--- config.mk ---
export PLATFORM = sky130hd
export DESIGN_NAME = lsu_dmem_master_flat
export DESIGN_NICKNAME = d
export VERILOG_FILES = /design/src/rtl/lsu_pkg.sv /design/src/rtl/lsu_dmem_master_if.sv /design/src/rtl/lsu_load_align.sv /design/src/rtl/lsu_dmem_master.sv /design/src/flat_wrapper.sv
export SDC_FILE = /design/constraint.sdc
export NUM_CORES = 1
export LEC_CHECK = 0
export BUFFER_PORTS_ARGS = -buffer_cell sky130_fd_sc_hd__buf_2
export CORE_MARGIN = 8
export CORE_UTILIZATION = 40
export CTS_BUF_LIST = sky130_fd_sc_hd__clkbuf_4
export DETAILED_ROUTE_END_ITERATION = 8
export SLEW_MARGIN = 0
export SYNTH_ARGS = -nofsm -noshare
export SYNTH_HDL_FRONTEND = slang
export SYNTH_SLANG_ARGS = --single-unit
--- constraint.sdc ---
create_clock -name clk -period 2.1 [get_ports clk]
set_input_delay 0.105 -clock clk [delete_from_list [all_inputs] [get_ports clk]]
set_output_delay 0.105 -clock clk [all_outputs]
set_load 0.01 [all_outputs]
--- src/rtl/lsu_pkg.sv ---
// Shared definitions for the MEM-stage load/store unit: funct3 codes, FSM states and lane helpers.
package lsu_pkg;

    localparam logic [2:0] F3_B  = 3'b000;
    localparam logic [2:0] F3_H  = 3'b001;
    localparam logic [2:0] F3_W  = 3'b010;
    localparam logic [2:0] F3_BU = 3'b100;
    localparam logic [2:0] F3_HU = 3'b101;

    typedef enum logic {
        IDLE   = 1'b0,
        SPLIT2 = 1'b1
    } lsu_state_e;

    // Byte mask of the access size before shifting into lane position.
    function automatic logic [3:0] size_mask(input logic [2:0] funct3);
        case (funct3[1:0])
            2'b00:   return 4'b0001;
            2'b01:   return 4'b0011;
            2'b10:   return 4'b1111;
            default: return 4'b0000;
        endcase
    endfunction

    function automatic logic funct3_legal(input logic we, input logic [2:0] funct3);
        if (we) return funct3 inside {F3_B, F3_H, F3_W};
        return funct3 inside {F3_B, F3_H, F3_W, F3_BU, F3_HU};
    endfunction

endpackage

--- src/rtl/lsu_dmem_master_if.sv ---
// Data-port bus between the load/store unit (master) and the shared dual-port RAM (slave).
interface lsu_dmem_master_if;

    logic [29:0] d_addr;
    logic        d_we;
    logic [3:0]  d_be;
    logic [31:0] d_wdata;
    logic [31:0] d_rdata;

    modport master (output d_addr, d_we, d_be, d_wdata, input d_rdata);
    modport slave  (input d_addr, d_we, d_be, d_wdata, output d_rdata);

endinterface

--- src/rtl/lsu_load_align.sv ---
// Picks the addressed bytes out of a 64-bit raw window and sign/zero-extends them to 32 bits.
module lsu_load_align (
    input  logic [63:0] raw,
    input  logic [1:0]  off,
    input  logic [2:0]  funct3,
    output logic [31:0] data
);
    import lsu_pkg::*;

    logic [31:0] win;

    always_comb begin
        win = 32'(raw >> {off, 3'b000});
        case (funct3)
            F3_B:    data = {{24{win[7]}}, win[7:0]};
            F3_H:    data = {{16{win[15]}}, win[15:0]};
            F3_BU:   data = {24'h0, win[7:0]};
            F3_HU:   data = {16'h0, win[15:0]};
            default: data = win;
        endcase
    end

endmodule

--- src/rtl/lsu_dmem_master.sv ---
// MEM-stage load/store unit driving the RAM data port; splits word-crossing accesses in two.
// LSU_MISALIGN_TRAP_EN: trap any non-naturally-aligned access instead of splitting it.
//
// state  | meaning
// IDLE   | accepting requests; issues the (low) word access combinationally
// SPLIT2 | busy; issues the upper word of a crossing access
module lsu_dmem_master #(
    parameter int ADDR_WIDTH = 14
) (
    input  logic              clk,
    input  logic              rst_n,
    input  logic              req_valid,
    input  logic              req_we,
    input  logic [2:0]        req_funct3,
    input  logic [31:0]       req_addr,
    input  logic [31:0]       req_wdata,
    output logic              busy,
    output logic              rsp_valid,
    output logic [31:0]       rsp_rdata,
    output logic              lsu_err,
    lsu_dmem_master_if.master dmem
);
    import lsu_pkg::*;

    // The RAM decodes only the low ADDR_WIDTH bits; the full 30-bit word address is always driven.
    if (ADDR_WIDTH < 1 || ADDR_WIDTH > 30) begin : g_addr_width_chk
        $error("lsu_dmem_master: ADDR_WIDTH must lie in 1..30");
    end

    lsu_state_e  state_q, state_d;
    logic [29:0] hi_addr_q;
    logic [3:0]  hi_be_q;
    logic [31:0] hi_wdata_q;
    logic [1:0]  off_q;
    logic [2:0]  f3_q;
    logic        we_q;
    logic [31:0] hold_q;
    logic        rsp_pend_q, rsp_split_q, err_q;

    logic [1:0]  off;
    logic [7:0]  lane8;
    logic [31:0] repl;
    logic [63:0] data64;
    logic        legal, crossing, accept, go, split, err_d;
    logic [29:0] d_addr;
    logic        d_we;
    logic [3:0]  d_be;
    logic [31:0] d_wdata;

    always_comb begin
        off      = req_addr[1:0];
        lane8    = {4'b0000, size_mask(req_funct3)} << off;
        case (req_funct3[1:0])
            2'b00:   repl = {4{req_wdata[7:0]}};
            2'b01:   repl = {2{req_wdata[15:0]}};
            default: repl = req_wdata;
        endcase
        data64   = {32'h0, repl} << {off, 3'b000};
        legal    = funct3_legal(req_we, req_funct3);
        crossing = |lane8[7:4];
        accept   = req_valid && (state_q == IDLE);
`ifdef LSU_MISALIGN_TRAP_EN
        // Every crossing access is also misaligned, so split can never rise here.
        go       = accept && legal &&
                   !((req_funct3[1:0] == 2'b01 && off[0]) || (req_funct3[1:0] == 2'b10 && off != 2'b00));
        err_d    = accept && !go;
`else
        go       = accept && legal;
        err_d    = accept && !legal;
`endif
        split    = go && crossing;

        state_d  = (state_q == IDLE && split) ? SPLIT2 : IDLE;

        d_addr   = req_addr[31:2];
        d_we     = 1'b0;
        d_be     = 4'b0000;
        d_wdata  = 32'h0;
        if (state_q == SPLIT2) begin
            d_addr  = hi_addr_q;
            d_we    = we_q;
            d_be    = hi_be_q;
            d_wdata = hi_wdata_q;
        end else if (go) begin
            d_we    = req_we;
            d_be    = lane8[3:0];
            d_wdata = data64[31:0];
        end
    end

    always_ff @(posedge clk or negedge rst_n) begin
        if (!rst_n) begin
            state_q     <= IDLE;
            hi_addr_q   <= '0;
            hi_be_q     <= '0;
            hi_wdata_q  <= '0;
            off_q       <= '0;
            f3_q        <= '0;
            we_q        <= 1'b0;
            hold_q      <= '0;
            rsp_pend_q  <= 1'b0;
            rsp_split_q <= 1'b0;
            err_q       <= 1'b0;
        end else begin
            state_q     <= state_d;
            err_q       <= err_d;
            rsp_pend_q  <= 1'b0;
            rsp_split_q <= 1'b0;
            if (go) begin
                off_q      <= off;
                f3_q       <= req_funct3;
                we_q       <= req_we;
                rsp_pend_q <= !req_we && !split;
            end
            if (split) begin
                hi_addr_q  <= req_addr[31:2] + 30'd1;
                hi_be_q    <= lane8[7:4];
                hi_wdata_q <= data64[63:32];
            end
            // Low word of a split load arrives while the upper word is being addressed.
            if (state_q == SPLIT2 && !we_q) begin
                hold_q      <= dmem.d_rdata;
                rsp_pend_q  <= 1'b1;
                rsp_split_q <= 1'b1;
            end
        end
    end

    logic [63:0] raw;
    logic [31:0] ext;

    assign raw = rsp_split_q ? {dmem.d_rdata, hold_q} : {32'h0, dmem.d_rdata};

    lsu_load_align u_align (
        .raw    (raw),
        .off    (off_q),
        .funct3 (f3_q),
        .data   (ext)
    );

    assign busy         = (state_q == SPLIT2);
    assign rsp_valid    = rsp_pend_q;
    assign rsp_rdata    = rsp_pend_q ? ext : 32'h0;
    assign lsu_err      = err_q;
    assign dmem.d_addr  = d_addr;
    assign dmem.d_we    = d_we;
    assign dmem.d_be    = d_be;
    assign dmem.d_wdata = d_wdata;

endmodule

--- src/flat_wrapper.sv ---
// flat-port wrapper written by rule: the top's interface ports become plain ports
module lsu_dmem_master_flat import lsu_pkg::*;
#(
    parameter int ADDR_WIDTH = 14
)
  (clk, rst_n, req_valid, req_we, req_funct3, req_addr, req_wdata, busy, rsp_valid, rsp_rdata, lsu_err, dmem_d_addr, dmem_d_we, dmem_d_be, dmem_d_wdata, dmem_d_rdata);
  lsu_dmem_master_if dmem_i ();
  input  logic clk;
  input  logic rst_n;
  input  logic req_valid;
  input  logic req_we;
  input  logic [2:0] req_funct3;
  input  logic [31:0] req_addr;
  input  logic [31:0] req_wdata;
  output logic busy;
  output logic rsp_valid;
  output logic [31:0] rsp_rdata;
  output logic lsu_err;
  output wire logic [$bits(dmem_i.d_addr)-1:0] dmem_d_addr;
  output wire logic [$bits(dmem_i.d_we)-1:0] dmem_d_we;
  output wire logic [$bits(dmem_i.d_be)-1:0] dmem_d_be;
  output wire logic [$bits(dmem_i.d_wdata)-1:0] dmem_d_wdata;
  input wire logic [$bits(dmem_i.d_rdata)-1:0] dmem_d_rdata;
  assign dmem_d_addr = dmem_i.d_addr;
  assign dmem_d_we = dmem_i.d_we;
  assign dmem_d_be = dmem_i.d_be;
  assign dmem_d_wdata = dmem_i.d_wdata;
  assign dmem_i.d_rdata = dmem_d_rdata;
  lsu_dmem_master #(.ADDR_WIDTH(ADDR_WIDTH)) u_core (.clk(clk), .rst_n(rst_n), .req_valid(req_valid), .req_we(req_we), .req_funct3(req_funct3), .req_addr(req_addr), .req_wdata(req_wdata), .busy(busy), .rsp_valid(rsp_valid), .rsp_rdata(rsp_rdata), .lsu_err(lsu_err), .dmem(dmem_i));
endmodule
### Yosys cells after proc, flatten, opt, wreduce, memory -nomap -nowiden

Cells that the tools add are included.

* register bits: 108
* input port bits: 103
* output and inout port bits: 102
* logic and storage cells: 61

* add/sub/neg operators: 1
* eq/ne operators: 9
* shifts and indexed selects: 3
* multiplexer cells: 19
* bitwise operators: 1
* reductions and logical operators: 17

Operators with widths (number)
* 32-bit one-hot mux with 4 select lines: 1
* 32-bit two-way mux: 3
* 64-bit two-way mux: 1
* 32-bit one-hot mux with 2 select lines: 1
* 32-bit by 5-bit << shifter with 64-bit output: 1
* 64-bit by 5-bit >> shifter with 32-bit output: 1
* 30-bit by 1-bit adder with 30-bit output, second input constant: 1
* 30-bit two-way mux: 1
* 3-bit equality test, second input constant: 4
* 4-bit one-hot mux with 3 select lines: 1
* 1-bit two-way mux: 9
* 4-bit two-way mux: 2
* 4-bit by 2-bit << shifter with 8-bit output: 1
* 1-bit logical AND: 7
* 3-bit by 1-bit equality test with 1-bit output, second input constant: 2
* 3-bit logical NOT: 2
* 5-bit nonzero test: 1
* 1-bit logical NOT: 4
* 4-bit OR reduction: 1
* 3-bit by 2-bit equality test with 1-bit output, second input constant: 1
* 3-bit nonzero test: 1
* 2-bit by 1-bit equality test with 1-bit output, second input constant: 1
* 2-bit equality test, second input constant: 1
* 2-bit logical NOT: 1
* 1-bit NOT: 1

### Depth between registers and ports, before layout

Gate-level depths: netlist of run 1.

* word-level depth: 10
* gate-level depth with buffers: 9
* depth with buffers taken out: 7

### Hierarchy

A second synthesis of run 1 with hierarchy kept.

* cell total of the unflattened synthesis: 838
* area total of the unflattened synthesis: 8005.2 um^2

Modules (own cells, without submodules)
* lsu_dmem_master: instances 1, cells each 737, area each 6885.4 um^2, sequential area each 2477.4 um^2
* lsu_load_align: instances 1, cells each 101, area each 1119.8 um^2, sequential area each 0.0 um^2

### Worst setup path after synthesis of run 1

Ideal clock, no wire load.

* path kind: register to output
* from: reg u_core.rsp_split_q
* to: out rsp_rdata[30]
* arrival: 1.994 ns
* data required time: 1.995 ns
* setup slack: 0.001 ns
* cell stages (with the launch flop): 7
* buffers on the path: 3
* path through: dfrtp_1 -> buf_2 -> clkbuf_1 -> buf_1 -> a22oi_1 -> o221a_2 -> a211oi_1

* longest elaborated chain between the ends: 4

Ends and longest elaborated chain
* start: declaration: line lsu_dmem_master.sv:38 `logic rsp_pend_q, rsp_split_q, err_q;`
* start signal: assignment: line lsu_dmem_master.sv:102 `rsp_split_q <= 1'b0;`
* start signal: assignment: line lsu_dmem_master.sv:108 `rsp_split_q <= 1'b0;`
* start signal: assignment: line lsu_dmem_master.sv:124 `rsp_split_q <= 1'b1;`
* 64-bit two-way mux: line lsu_dmem_master.sv:132 `assign raw = rsp_split_q ? {dmem.d_rdata, hold_q} : {32'h0, dmem.d_rdata};`
* 64-bit by 5-bit >> shifter with 32-bit output: line lsu_load_align.sv:13 `win = 32'(raw >> {off, 3'b000});`
* 32-bit one-hot mux with 4 select lines: line lsu_load_align.sv:14 `case (funct3)`
* 32-bit two-way mux: line lsu_dmem_master.sv:143 `assign rsp_rdata = rsp_pend_q ? ext : 32'h0;`
* end: declaration: line flat_wrapper.sv:17 `output logic [31:0] rsp_rdata;`

Every way passes these cells.

### Worst setup path in the final report of run 1

* from: reg u_core.off_q[0]
* to: out rsp_rdata[24]

* longest elaborated chain between the ends: 3

Ends and longest elaborated chain
* start: declaration: line lsu_dmem_master.sv:34 `logic [1:0] off_q;`
* start signal: assignment: line lsu_dmem_master.sv:97 `off_q <= '0;`
* start signal: assignment: line lsu_dmem_master.sv:110 `off_q <= off;`
* 64-bit by 5-bit >> shifter with 32-bit output: line lsu_load_align.sv:13
* 32-bit one-hot mux with 4 select lines: line lsu_load_align.sv:14
* 32-bit two-way mux: line lsu_dmem_master.sv:143

Every way passes these cells.

==> results.md, run 1 <==
- Counting distinct cell types in the post-synthesis netlist gives 54.
- The cell at the root of the clock tree is sky130_fd_sc_hd__clkbuf_4.
- The most used flip-flop cell after synthesis is sky130_fd_sc_hd__dfrtp_1.
- For this design the ratio of total power to cell area is 615 nW/um^2.
- Sequential cells were found to cover roughly a third of the synthesized design area.
- The clock passes through at most 2 buffers.
- Setup repair after global routing could not meet its margin everywhere.
- The H-tree was split into 3 levels.
- The capture instance of the worst register-to-register path is u_core.hi_addr_q[19]$_DFFE_PN0P_.
- The largest net degree at the start of global routing is 67.
- The internal cell power is between 0.004 and 0.005 W.
- Counting the buffers created by CTS gives 9.
- For the pin with the worst max-slew slack, the measured transition is approximately 800 ps.
- The worst min-delay path category is in2reg.
- The number of global-route vias before repair came to 8588.
- The share of synthesized flip-flops with an asynchronous set or reset is 100%.
- Headroom to the max-slew limit came out at 46.5%.
- The first TritonRoute pass finished after 5 iterations.
- In this run the cell area of the synthesized design comes to 7850 sq um.
- The share of power burned in combinational logic is 43.4%.
- The leakage dissipation is 4.72 nW.
- After filler insertion, the fill cell instance count of the layout stands at between 1.5k and 2k.
- The width of the die is 156 um.
- The number of slew-limit violations in the final report is 0.
- For this run, the top clock speed supported by timing is between 0.4 and 0.5 GHz.
- The area occupied by registers is 2480 sq um.
- The critical path in this run is classified as reg2out.
- In the routed design, unresolved DRC markers number 0.
- The violation count after the first detailed-routing iteration is 604.
- The footprint of the multi-input gates is roughly 5300 sq um.
- The die covers 24400 sq um.
- The number of hold violations in the final report is 0.
- After routing, the total negative slack on setup checks comes to -7220 ps.
- The CTS tree is done.
- Setup violations remaining at the end of the flow were counted as 27.
- The clock net in this run drives a total of 99 sinks.
- The startpoint of the worst-slack reg-to-reg timing path is u_core.busy$_DFF_PN0_.
- The net switching power figure is 0.00259 W.
- For the worst setup path, the data arrival time is ~2300 ps.
- Data on the critical path is required at its endpoint by roughly 2000 ps.
- The count of port buffers added during placement is ~200.
- The worst-skew pair later-pin latency is 480 ps.
- Across the routed clock network, the largest skew measured is 19.5 ps.
- The top cell type by area accounts for 31.6% of the synthesized area.
- The path with the worst hold slack has its endpoint at u_core.hi_addr_q[7]$_DFFE_PN0P_.
- The die extent in y is between 150 and 200 um.
- The first global-routing pass estimated around 47000 um of wire.
- The average routed wire per standard cell is 20.2 um.
- From synthesis to final layout, the design area changed by 40.6%.
- The largest total area in the synthesized netlist belongs to sky130_fd_sc_hd__dfrtp_1.
- The internal reg-to-reg setup slack is roughly 110 ps.
- Across the run, the number of max-cap violations was 0.
- After layout, the worst setup slack is -345 ps.
- After detailed routing, the number of vias per cell comes to between 5 and 6.
- The final reports fail on negative setup slack.
- Counting cells, the worst reg-to-reg path comes to 7.
- The average cell area after synthesis is between 8 and 9 sq um.
- After clock tree synthesis, the clock-pin slew on the worst setup and hold paths is 190 ps.
- The initial antenna violation count came to 5.
- In the final design database the tool counted 1283 nets.
- The run finished, with violations left.
- The number of placed I/O pins is just over 200.
- The finished layout cell area is between 10000 and 15000 sq um.
- The number of cells on the worst hold path is 5.
- Of the cells placed in the final design, the portion with a size suffix greater than 1 is 40.6%.
- The relative contribution of sequential cells to total power is 41.2%.
- The worst setup path is launched from a flip-flop.
- The final RePlAce weighted congestion is 0.904.
- The routed design has 29300 um of wire.
- The post-detailed-placement half-perimeter wirelength is around 20000 um.
- The core region is 19300 sq um.
- The synthesized instance count is roughly 900.
- The switching power share of the total is roughly two fifths.
- The Yosys step of the flow raised 0 warnings.
- The count of flip-flops with a built-in enable after synthesis is 0.
- Dividing the final minimum period by the clock period gives 116%.
- The highest net fanout along the worst path is 6.
- Ranked by instance count, the synthesized netlist is headed by 99 x sky130_fd_sc_hd__dfrtp_1, 86 x sky130_fd_sc_hd__o21ai_0, 73 x sky130_fd_sc_hd__mux2_2, 67 x sky130_fd_sc_hd__nand2_1, 60 x sky130_fd_sc_hd__clkbuf_1.
- The number of placement rows is slightly above 50.
- The peak ir drop on the vdd network is 0.283 mV.
- The global-route usage over all layers is 23.7%.
- The total power consumption of the routed design is 0.00679 W.
- The total overflow left after global routing is 0.
- In this run the most critical hold path is launched from req_addr[7].
- The routed layout has 8455 vias.
- Once the floorplan was initialized, standard cells occupied 40.6% of the core.
- STA classifies the critical path endpoint as an output port.
- The dominant cell by count in the synthesized netlist is sky130_fd_sc_hd__dfrtp_1.
- In this run, synthesis produced a sequential element count of 99.
- Once placement finished, the instance area stood at roughly 9500 sq um.
- The final critical-path required period is 2440 ps.
- The number of nets in the synthesized netlist is 986.
- The clock share of power is between 15 and 20%.
- Once detail routing completed, the nets flagged for antenna violations numbered 0.
- Sorting the synthesized cells by area gives the leading types as sky130_fd_sc_hd__dfrtp_1 32%, sky130_fd_sc_hd__mux2_2 10%, sky130_fd_sc_hd__o21ai_0 5.5%.
## routing by layer
metal,global-route usage (%),vias up,wire (um),part of all wire [%]
met5,0,-,0,0
met4,8.47,0,753,2.6
met3,4.88,48,2090,7.1
met2,39.8,336,14400,49
met1,29.5,4124,12100,41
li1,-,3947,-,-
## sequential cells by signal, summed over array words and instances (netlist names)
name,cells
u_core.hi_wdata_q,24
u_core.we_q,1
u_core.hi_addr_q,30
u_core.busy,1
u_core.off_q,2
u_core.lsu_err,1
u_core.rsp_valid,1
u_core.f3_q,3
u_core.rsp_split_q,1
u_core.hi_be_q,3
u_core.hold_q,32
## layout make-up
type	count	share of cell area (%)
timing repair buffer	373	24.6
inverter	25	0.884
clock inverter	7	0.601
tap	265	3.00
clock buffer	9	0.612
antenna	5	0.113
multi-input combinational	666	47.7
sequential	99	22.5
## worst max path at each step
stage / startpoint / slack, ps / end
6_report: u_core.off_q[0]$_DFFE_PN0P_ / -340 / rsp_rdata[24]
5_1_grt: u_core.off_q[0]$_DFFE_PN0P_ / -530 / rsp_rdata[31]
4_1_cts: u_core.off_q[0]$_DFFE_PN0P_ / -380 / rsp_rdata[27]
3_5_place_dp: req_funct3[1] / -380 / u_core.hi_wdata_q[6]$_DFFE_PN0P_
3_3_place_gp: req_funct3[1] / -330 / u_core.hi_wdata_q[6]$_DFFE_PN0P_
2_1_floorplan: u_core.rsp_split_q$_DFF_PN0_ / 0.8 / rsp_rdata[30]
## cells by family (layout without fill, tap and decap cells)
family          count (synthesis)  count (layout)  share of synthesized area (%)
compound gates                338             338                           29.5
simple gates                  189             189                           12.3
mux                           119             119                           18.6
buf+inv                       112             414                           5.59
flops                          99              99                           31.6
xor+xnor                       14              14                           1.56
fa+ha+maj                       6               6                          0.956
other cells                     0               5                              0
## power groups by stage
| stage | clock [W] | sequential [W] | combinational, W |
|---|---|---|---|
| 5_1_grt | 0.00116 | 0.00286 | 0.00321 |
| 3_3_place_gp | 0 | 0.00281 | 0.00248 |
| 6_report | 0.00104 | 0.00280 | 0.00295 |
| 4_1_cts | 0.00110 | 0.00278 | 0.00284 |
| 2_1_floorplan | 0 | 0.00269 | 0.00170 |
| 3_5_place_dp | 0 | 0.00282 | 0.00251 |
## critical path, stage by stage, from the launching register on
cell and delay, ps:
sky130_fd_sc_hd__dfrtp_2 490, sky130_fd_sc_hd__buf_8 150, sky130_fd_sc_hd__mux2i_2 160, sky130_fd_sc_hd__o211ai_1 330, sky130_fd_sc_hd__a41oi_4 210, sky130_fd_sc_hd__buf_4 220, sky130_fd_sc_hd__a211oi_2 160, sky130_fd_sc_hd__buf_2 150
## per-stage QoR
| step | std cells | setup slack (ps) | hold WS (ps) | utilization, % |
|---|---|---|---|---|
| after floorplan | 877 | 0.810 | -191 | - |
| after global placement | 1328 | -329 | 92.0 | 49.0 |
| after detailed placement | 1328 | -376 | 95.8 | 49.0 |
| after CTS | 1433 | -376 | 1.83 | 55.5 |
| after global routing | 1449 | -532 | 23.5 | 57.1 |
| final | 1449 | -345 | 46.2 | 57.1 |
## layout by cell type (no fill, tap or decap), drive strengths merged, types with 25 or more instances in the layout
cell         netlist  routed
buf               27     295
dfrtp             99      99
o21ai             86      86
dlygate4sd3        0      77
mux2              73      73
nand2             67      67
a21oi             52      52
nand3             32      32
mux2i             32      32
inv               22      28
a22oi             25      25
## repair_timing
item / in CTS / in global routing
gates cloned: 1 / 2
pin swaps: 33 / 20
setup buffers: 11 / 10
resized for setup: 69 / 49
setup endpoints to repair: 63 / 70
endpoints found under the hold margin: 172 / 0
hold buffers: 77 / 0
Note: power is estimated with default switching activity, not from simulation.
==> run 2, diff against run 1 <==
--- a/config.mk
+++ b/config.mk
@@ -10,6 +10,7 @@
 export CORE_UTILIZATION = 40
 export CTS_BUF_LIST = sky130_fd_sc_hd__clkbuf_4
 export DETAILED_ROUTE_END_ITERATION = 8
+export SKIP_LAST_GASP = 1
 export SLEW_MARGIN = 0
 export SYNTH_ARGS = -nofsm -noshare
 export SYNTH_HDL_FRONTEND = slang
==> run 2 against run 1 <==
The run still ends with negative setup slack left. Power decreased by 0.67%. Largest cell class unchanged. Worst hold slack worse by 2.2 ps. Design area fell by 0.86%. Largest power group unchanged. Flip-flop and latch count unchanged.
==> results.md, run 2 (synthesized netlist as in run 1, its figures left out) <==
- The clock drives 99 sinks.
- The run finished, with violations left.
- The largest individual stage delay along the critical path comes from the cell sky130_fd_sc_hd__dfrtp_2.
- Leaving out filler cells and counting taps, the final layout contains 1445.
- For this run, the total global-route usage over all layers was measured as 23.6%.
- Max-cap violations in this run came to 0.
- The first-pass GRT wire length is around 46000 um.
- The width of the die is between 150 and 200 um.
- The count of nets after finishing is around 1.3k.
- After detailed routing, the number of remaining DRC violations is 0.
- The highest net fanout along the worst path is 6.
- From bottom edge to top edge, the die measures about 160 um.
- For the worst setup path, the data arrival time is around 2300 ps.
- The number of buffers and inverters on the critical path is 3.
- The die covers 24400 sq um.
- In this design, the largest share of critical-path delay is due to compound AO/OA/AOI/OAI gates.
- In this run the clock root is driven by a sky130_fd_sc_hd__clkbuf_4.
- After detailed placement, the design holds a cell count of 1328.
- The top cell types in the final layout, fill and taps aside, are 196 x sky130_fd_sc_hd__buf_2, 94 x sky130_fd_sc_hd__dfrtp_1, 77 x sky130_fd_sc_hd__dlygate4sd3_1, 74 x sky130_fd_sc_hd__o21ai_0, 73 x sky130_fd_sc_hd__mux2_2.
- The finished layout cell area is approximately 11000 sq um.
- The final RePlAce weighted congestion is 0.904.
- The core region is 19300 sq um.
- The worst hold path belongs to the class in2reg.
- Clock-pin slew was measured on the worst setup and hold paths at between 150 and 200 ps.
- For the worst setup path, the data required time is 2000 ps.
- Once the floorplan was initialized, standard cells occupied 40.6% of the core.
- The largest net degree at the start of global routing is 67.
- The area occupied by registers is 2480 sq um.
- The number of hold violations in the final report is 0.
- More flip-flops sit in one register than any other, and that register is u_core.hold_q.
- Wires add up to a little under 30000 um.
- The initial antenna violation count is 5.
- The number of slew-limit violations in the final report is 0.
- The critical path class is reg2out.
- The largest single stage delay on the critical path is a little under 500 ps.
- Summing internal, switching and leakage power gives 0.00675 W.
- The maximum clock skew at final layout is 19.3 ps.
- The number of H-tree levels is 3.
- The average routed wire per standard cell is between 20 and 25 um.
- The power per standard cell area is ~620 nW/um^2.
- The number of placement rows is 51.
- The register with the most flip-flops in the layout has 32 of them.
- Setup violations remaining at the end of the flow were counted as 26.
- The startpoint kind of the worst setup timing path is a flip-flop.
- The smallest clock period supported by the final layout is computed as 2440 ps.
- The share of the clock period used by the worst path is 116%.
- The top achievable clock speed is 0.410 GHz.
- The final reports fail on negative setup slack.
- The share of post-route cells with drive strength above 1 is about two fifths.
- From synthesis to final layout, the design area changed by 39.4%.
- The first TritonRoute pass finished after 5 iterations.
- For this run the aggregate overflow at the end of global routing stands at 0.
- The total placed instance area is 9470 sq um.
- The count of port buffers added during placement is a little over 200.
- The worst relative slew slack is 52.2%.
- The leakage dissipation is 4.69 nW.
- The signal on the critical path passes through buf_8 -> mux2i_2 -> o211ai_1 -> a41oi_4 -> buf_4 -> a211oi_2 -> buf_2.
- The clock passes through at most 2 buffers.
- The mean number of vias per cell is 5.85.
- The worst-margin pin slew is 712 ps.
- The first routing iteration left 546 violations.
- TritonCTS built the clock tree.
- The post-detailed-placement half-perimeter wirelength is 20000 um.
- The number of global-route vias before repair is 8540.
- The library cell used most frequently in the layout, excluding fill and tap cells, is sky130_fd_sc_hd__buf_2.
- Across all setup checks in the final design, the least slack found is -338 ps.
- The remaining antenna violation count after routing is 0.
- The routed layout has 8448 vias.
- The peak ir drop on the vdd network is 0.283 mV.
- The element type at the critical path end is an output port.
- In the final layout, the registers with the most flip-flops are u_core.hold_q (32), u_core.hi_addr_q (30), u_core.hi_wdata_q (24).
- The layout has 1783 filler cells.
- Setup repair after global routing could not meet its margin everywhere.
- The multi-input combinational cells in the finished layout cover a total of 5220 sq um.
- The worst-skew pair later-pin latency is approximately 480 ps.
- The number of placed I/O pins is 205.
- In this run, CTS created clock tree buffers numbering 9.
==> run 2: where the power goes <==
part           total (W)  switching (W)  internal (W)
clock network    0.00105       0.000765      0.000280
logic            0.00291        0.00143       0.00147
registers        0.00280       0.000358       0.00244
total            0.00675        0.00256       0.00419
==> run 2: timing repair <==
item / in CTS / in global routing
hold endpoints to repair: 172 / 0
resized for setup: 59 / 42
cloned: 1 / 2
pin swaps: 23 / 18
setup buffers: 11 / 6
hold buffers: 77 / 0
endpoints found under the setup margin: 63 / 70
==> run 2: through the flow <==
step | worst slack, ps | util [%] | hold WS [ps] | setup TNS [ps]
5_1_grt | -525 | 56.6 | 23.5 | -12790
6_report | -338 | 56.6 | 44.0 | -6840
4_1_cts | -376 | 55.3 | 1.83 | -8040
2_1_floorplan | 0.810 | - | -191 | 0
3_5_place_dp | -376 | 49.0 | 95.8 | -7460
3_3_place_gp | -329 | 49.0 | 92.0 | -6810
==> run 2: final timing paths <==
check / startpoint / to / slack, ps / cells after the start
setup / recovery: u_core.off_q[0]$_DFFE_PN0P_ / rsp_rdata[24] / -340 / 7
hold / removal: req_addr[7] / u_core.hi_addr_q[5]$_DFFE_PN0P_ / 40 / 4
setup reg to reg: u_core.busy$_DFF_PN0_ / u_core.hi_addr_q[19]$_DFFE_PN0P_ / 110 / 7
hold reg to reg: u_core.we_q$_DFFE_PN0P_ / u_core.we_q$_DFFE_PN0P_ / 520 / 2
max in group asynchronous: rst_n / u_core.busy$_DFF_PN0_ / 1390 / 3
min in group asynchronous: rst_n / u_core.hi_wdata_q[10]$_DFFE_PN0P_ / 80 / 2
==> run 2: tightest hold or removal path, cell delays in order <==
cell and delay, ps:
sky130_fd_sc_hd__buf_2 110, sky130_fd_sc_hd__inv_1 80, sky130_fd_sc_hd__xnor2_1 160, sky130_fd_sc_hd__o21ai_0 70
==> run 2: layer usage <==
| layer | vias up | global-route usage [%] | wire (um) |
|---|---|---|---|
| li1 | 3939 | - | - |
| met1 | 4081 | 29.4 | 12000 |
| met2 | 369 | 39.8 | 14200 |
| met3 | 59 | 4.88 | 2140 |
| met4 | 0 | 8.15 | 822 |
| met5 | - | 0 | 0 |
==> run 2: layout make-up <==
cell class	instances	area share, %
diodes	5	0.114
repair buffers	369	24.4
clock inverters	7	0.606
flip-flops and latches	99	22.7
well taps	265	3.03
inverters	25	0.857
multi-input cells	666	47.7
clock buffers	9	0.617
==> run 3, diff against run 2 <==
==> constraint.sdc (replaced) <==
create_clock -name clk -period 2.1 [get_ports clk]
set_input_delay 0.42 -clock clk [delete_from_list [all_inputs] [get_ports clk]]
set_output_delay 0.42 -clock clk [all_outputs]
set_load 0.01 [all_outputs]
==> run 3 against run 2 <==
The flow still finishes with violations (negative setup slack). Maximum frequency decreased by 13%. First-iteration DRC count increased by 10%. Clock-buffer cell count unchanged. Via count increased by 3.6%. Critical path type unchanged. Critical endpoint is now rsp_rdata[28].
==> results.md, run 3 (synthesized netlist as in run 1, its figures left out) <==
- TritonCTS built the clock tree.
- The share of post-route cells with drive strength above 1 is 53.7%.
- The slowest stage of the critical path belongs to the cell sky130_fd_sc_hd__dfrtp_2.
- The number of placed instances, taps included, is 1397.
- The clock edge transition at the registers on the reported setup and hold paths is 190 ps.
- The placed instances occupy a cell area of around 10000 sq um.
- The most congested layer reported by global routing is met2.
- Across all setup checks in the final design, the least slack found is -697 ps.
- The post-layout utilization of the core is 62.8%.
- The final critical path takes up 133% of the cycle.
- The largest net degree at the start of global routing is 56.
- The number of hold violations in the final report is 0.
- The clock drives 99 sinks.
- Dividing total power by cell area gives a power density of 602 nW/um^2.
- Setup repair after global routing could not meet its margin everywhere.
- The number of placed I/O pins is 205.
- The maximum clock skew at final layout is 21.1 ps.
- The required time at the endpoint of the critical path is 1680 ps.
- The worst-case IR drop observed on VDD is 0.288 mV.
- Walking the worst path, the cells encountered are or3b_4 -> o211ai_1 -> a41oi_2 -> buf_6 -> buf_12 -> a211oi_4 -> buf_2.
- The first-pass GRT wire length is 47600 um.
- The count of port buffers added during placement is slightly above 200.
- The violation count after the first detailed-routing iteration is between 600 and 700.
- The most common library cell in the layout ignoring fill and taps is sky130_fd_sc_hd__buf_2.
- The path class of the tightest hold or removal check is in2reg.
- Headroom to the max-slew limit came out at 38.3%.
- The worst path in the final design needs a cycle of ~2800 ps, including I/O delays and setup.
- From bottom edge to top edge, the die measures 156 um.
- The critical path contains buffers and inverters numbering 3 combined.
- The largest single stage delay on the critical path is 480 ps.
- The congestion estimate from routability-driven global placement came to 0.922.
- The die footprint is 24400 sq um.
- The final count of negative-setup-slack endpoints is 96.
- Dividing the detail-routed via count by the number of cells gives a little under 6.
- The top achievable clock speed is 0.358 GHz.
- The number of slew-limit violations in the final report is 0.
- In the global route stage, overall resource usage came out at 24.3%.
- The startpoint of the worst-slack reg-to-reg timing path is u_core.busy$_DFF_PN0_.
- The arrival time reported for the critical path endpoint is 2380 ps.
- The flow ran to the end, but the final reports show violations.
- The number of global-route vias before repair is ~8.9k.
- The remaining antenna violation count after routing is 0.
- In the final layout, the registers with the most flip-flops are u_core.hold_q (32), u_core.hi_addr_q (30), u_core.hi_wdata_q (24).
- For met1 alone, demand over resource in global routing was between 30% and 40%.
- The met2 routing resource usage after global routing is 41.3%.
- The number of H-tree levels is 3.
- The via count is 8750.
- The startpoint of the most critical setup path is u_core.rsp_split_q$_DFF_PN0_.
- The worst setup path is captured at an output port.
- For the pin with the worst max-slew slack, the measured transition is 915 ps.
- The setup check on the worst reg-to-reg path leaves a slack of -30 ps.
- The met3 track demand over resource in global routing is 3.57%.
- The number of maximum-capacitance constraint violations is 0.
- The later pin in the worst-skew pair is clocked with a latency of 510 ps.
- The tree is rooted in a sky130_fd_sc_hd__clkbuf_4.
- After filler insertion, the fill cell instance count of the layout stands at about 1.6k.
- The number of flip-flops under the largest register name is 32.
- For this configuration, the core starts out at a cell density of 40.6%.
- The gate family responsible for the most delay along the worst path is compound AO/OA/AOI/OAI gates.
- The highest net fanout along the worst path is 6.
- From synthesis to final layout, the design area changed by 54.7%.
- The initial antenna violation count came to 3.
- The pre-antenna-repair detailed-routing pass consisted of 5 iterations.
- The finished cells cover ~12000 sq um.
- More flip-flops sit in one register than any other, and that register is u_core.hold_q.
- The startpoint identified for the worst hold timing path is dmem_d_rdata[27].
- The library cells used most frequently in the layout, excluding fill and tap cells, are 166 x sky130_fd_sc_hd__buf_2, 132 x sky130_fd_sc_hd__buf_4, 95 x sky130_fd_sc_hd__dfrtp_1, 66 x sky130_fd_sc_hd__o21ai_0, 62 x sky130_fd_sc_hd__nand2_1.
- The count of cells in the finished layout, fillers not included, comes to around 1.5k.
- For this run, design rule violations remaining after detail routing come to 0.
- Row generation in the floorplan step produced 51 rows.
- In this run the deepest clock path goes through 2 buffers.
- The standard cell core area is 19300 sq um.
- The critical path class is reg2out.
- The analysis attributes to cell leakage a power of 5.22 nW.
- Detailed placement finished with a half-perimeter wire length of 20800 um.
- The average routed wire per standard cell is 21.4 um.
- STA classifies the critical path startpoint as a flip-flop.
- The checks that failed: negative setup slack.
- From left edge to right edge, the die measures 156 um.
- The total length of routed wires is 31500 um.
- Global routing finished with a remaining overflow of 0.
- The total CTS buffers is 9.
- The count of nets after finishing is 1307.
-- run 3: cell count changes in the layout (fill, tap and decap cells not counted), sizes merged --
| cell | before | now |
|---|---|---|
| inv | 28 | 25 |
| nor2 | 21 | 22 |
| bufbuf | 0 | 1 |
| buf | 291 | 389 |
| diode | 5 | 3 |
| clkbuf | 10 | 14 |
| clkinv | 4 | 7 |
| dlygate4sd3 | 77 | 1 |
-- run 3: cell type report --
| cell class | count | area (sq um) | area share (%) |
|---|---|---|---|
| multi-input combinational | 667 | 5790 | 47.7 |
| inverter | 25 | 98.8 | 0.814 |
| clock inverter | 7 | 50.0 | 0.412 |
| sequential | 99 | 2480 | 20.4 |
| clock buffer | 9 | 67.6 | 0.556 |
| antenna | 3 | 7.51 | 0.0618 |
| timing repair buffer | 396 | 3310 | 27.3 |
| tap | 265 | 332 | 2.73 |
-- run 3: worst paths after layout --
kind,cells after the start,endpoint
min in group asynchronous,2,u_core.hold_q[13]$_DFFE_PN0P_
worst max-delay path,7,rsp_rdata[28]
worst min-delay path,2,u_core.hold_q[27]$_DFFE_PN0P_
worst max register to register,10,u_core.hi_wdata_q[14]$_DFFE_PN0P_
worst min register to register,1,u_core.hold_q[0]$_DFFE_PN0P_
max in group asynchronous,3,u_core.busy$_DFF_PN0_
-- run 3: layer usage --
| metal | up-vias | part of all wire, % |
|---|---|---|
| met1 | 4335 | 42 |
| met4 | 0 | 2.4 |
| met2 | 362 | 50 |
| met5 | - | 0 |
| li1 | 4000 | - |
| met3 | 53 | 5.9 |
-- run 3: metrics by stage --
step           TNS [ps]  worst slack (ps)  power, W  hold slack (ps)
2_1_floorplan      -253             -62.2   0.00454              124
3_3_place_gp     -16680              -383   0.00558              331
3_5_place_dp     -17320              -366   0.00564              332
4_1_cts          -32440              -691   0.00703              134
5_1_grt          -36780              -768   0.00771              145
6_report         -29190              -697   0.00731              161
-- run 3: timing repair --
| item | CTS | global route |
|---|---|---|
| gates resized for setup | 118 | 134 |
| endpoints found under the hold margin | 18 | 0 |
| endpoints found under the setup margin | 93 | 100 |
| gates cloned | 11 | 7 |
| hold buffers | 1 | 0 |
| setup buffers | 24 | 20 |
| pin swaps | 37 | 58 |
-- run 3: report_power, final --
group / switching [W] / internal [W]
Clock: 0.000754 / 0.000253
Sequential: 0.000378 / 0.00244
Combinational: 0.00164 / 0.00184
Total: 0.00278 / 0.00453
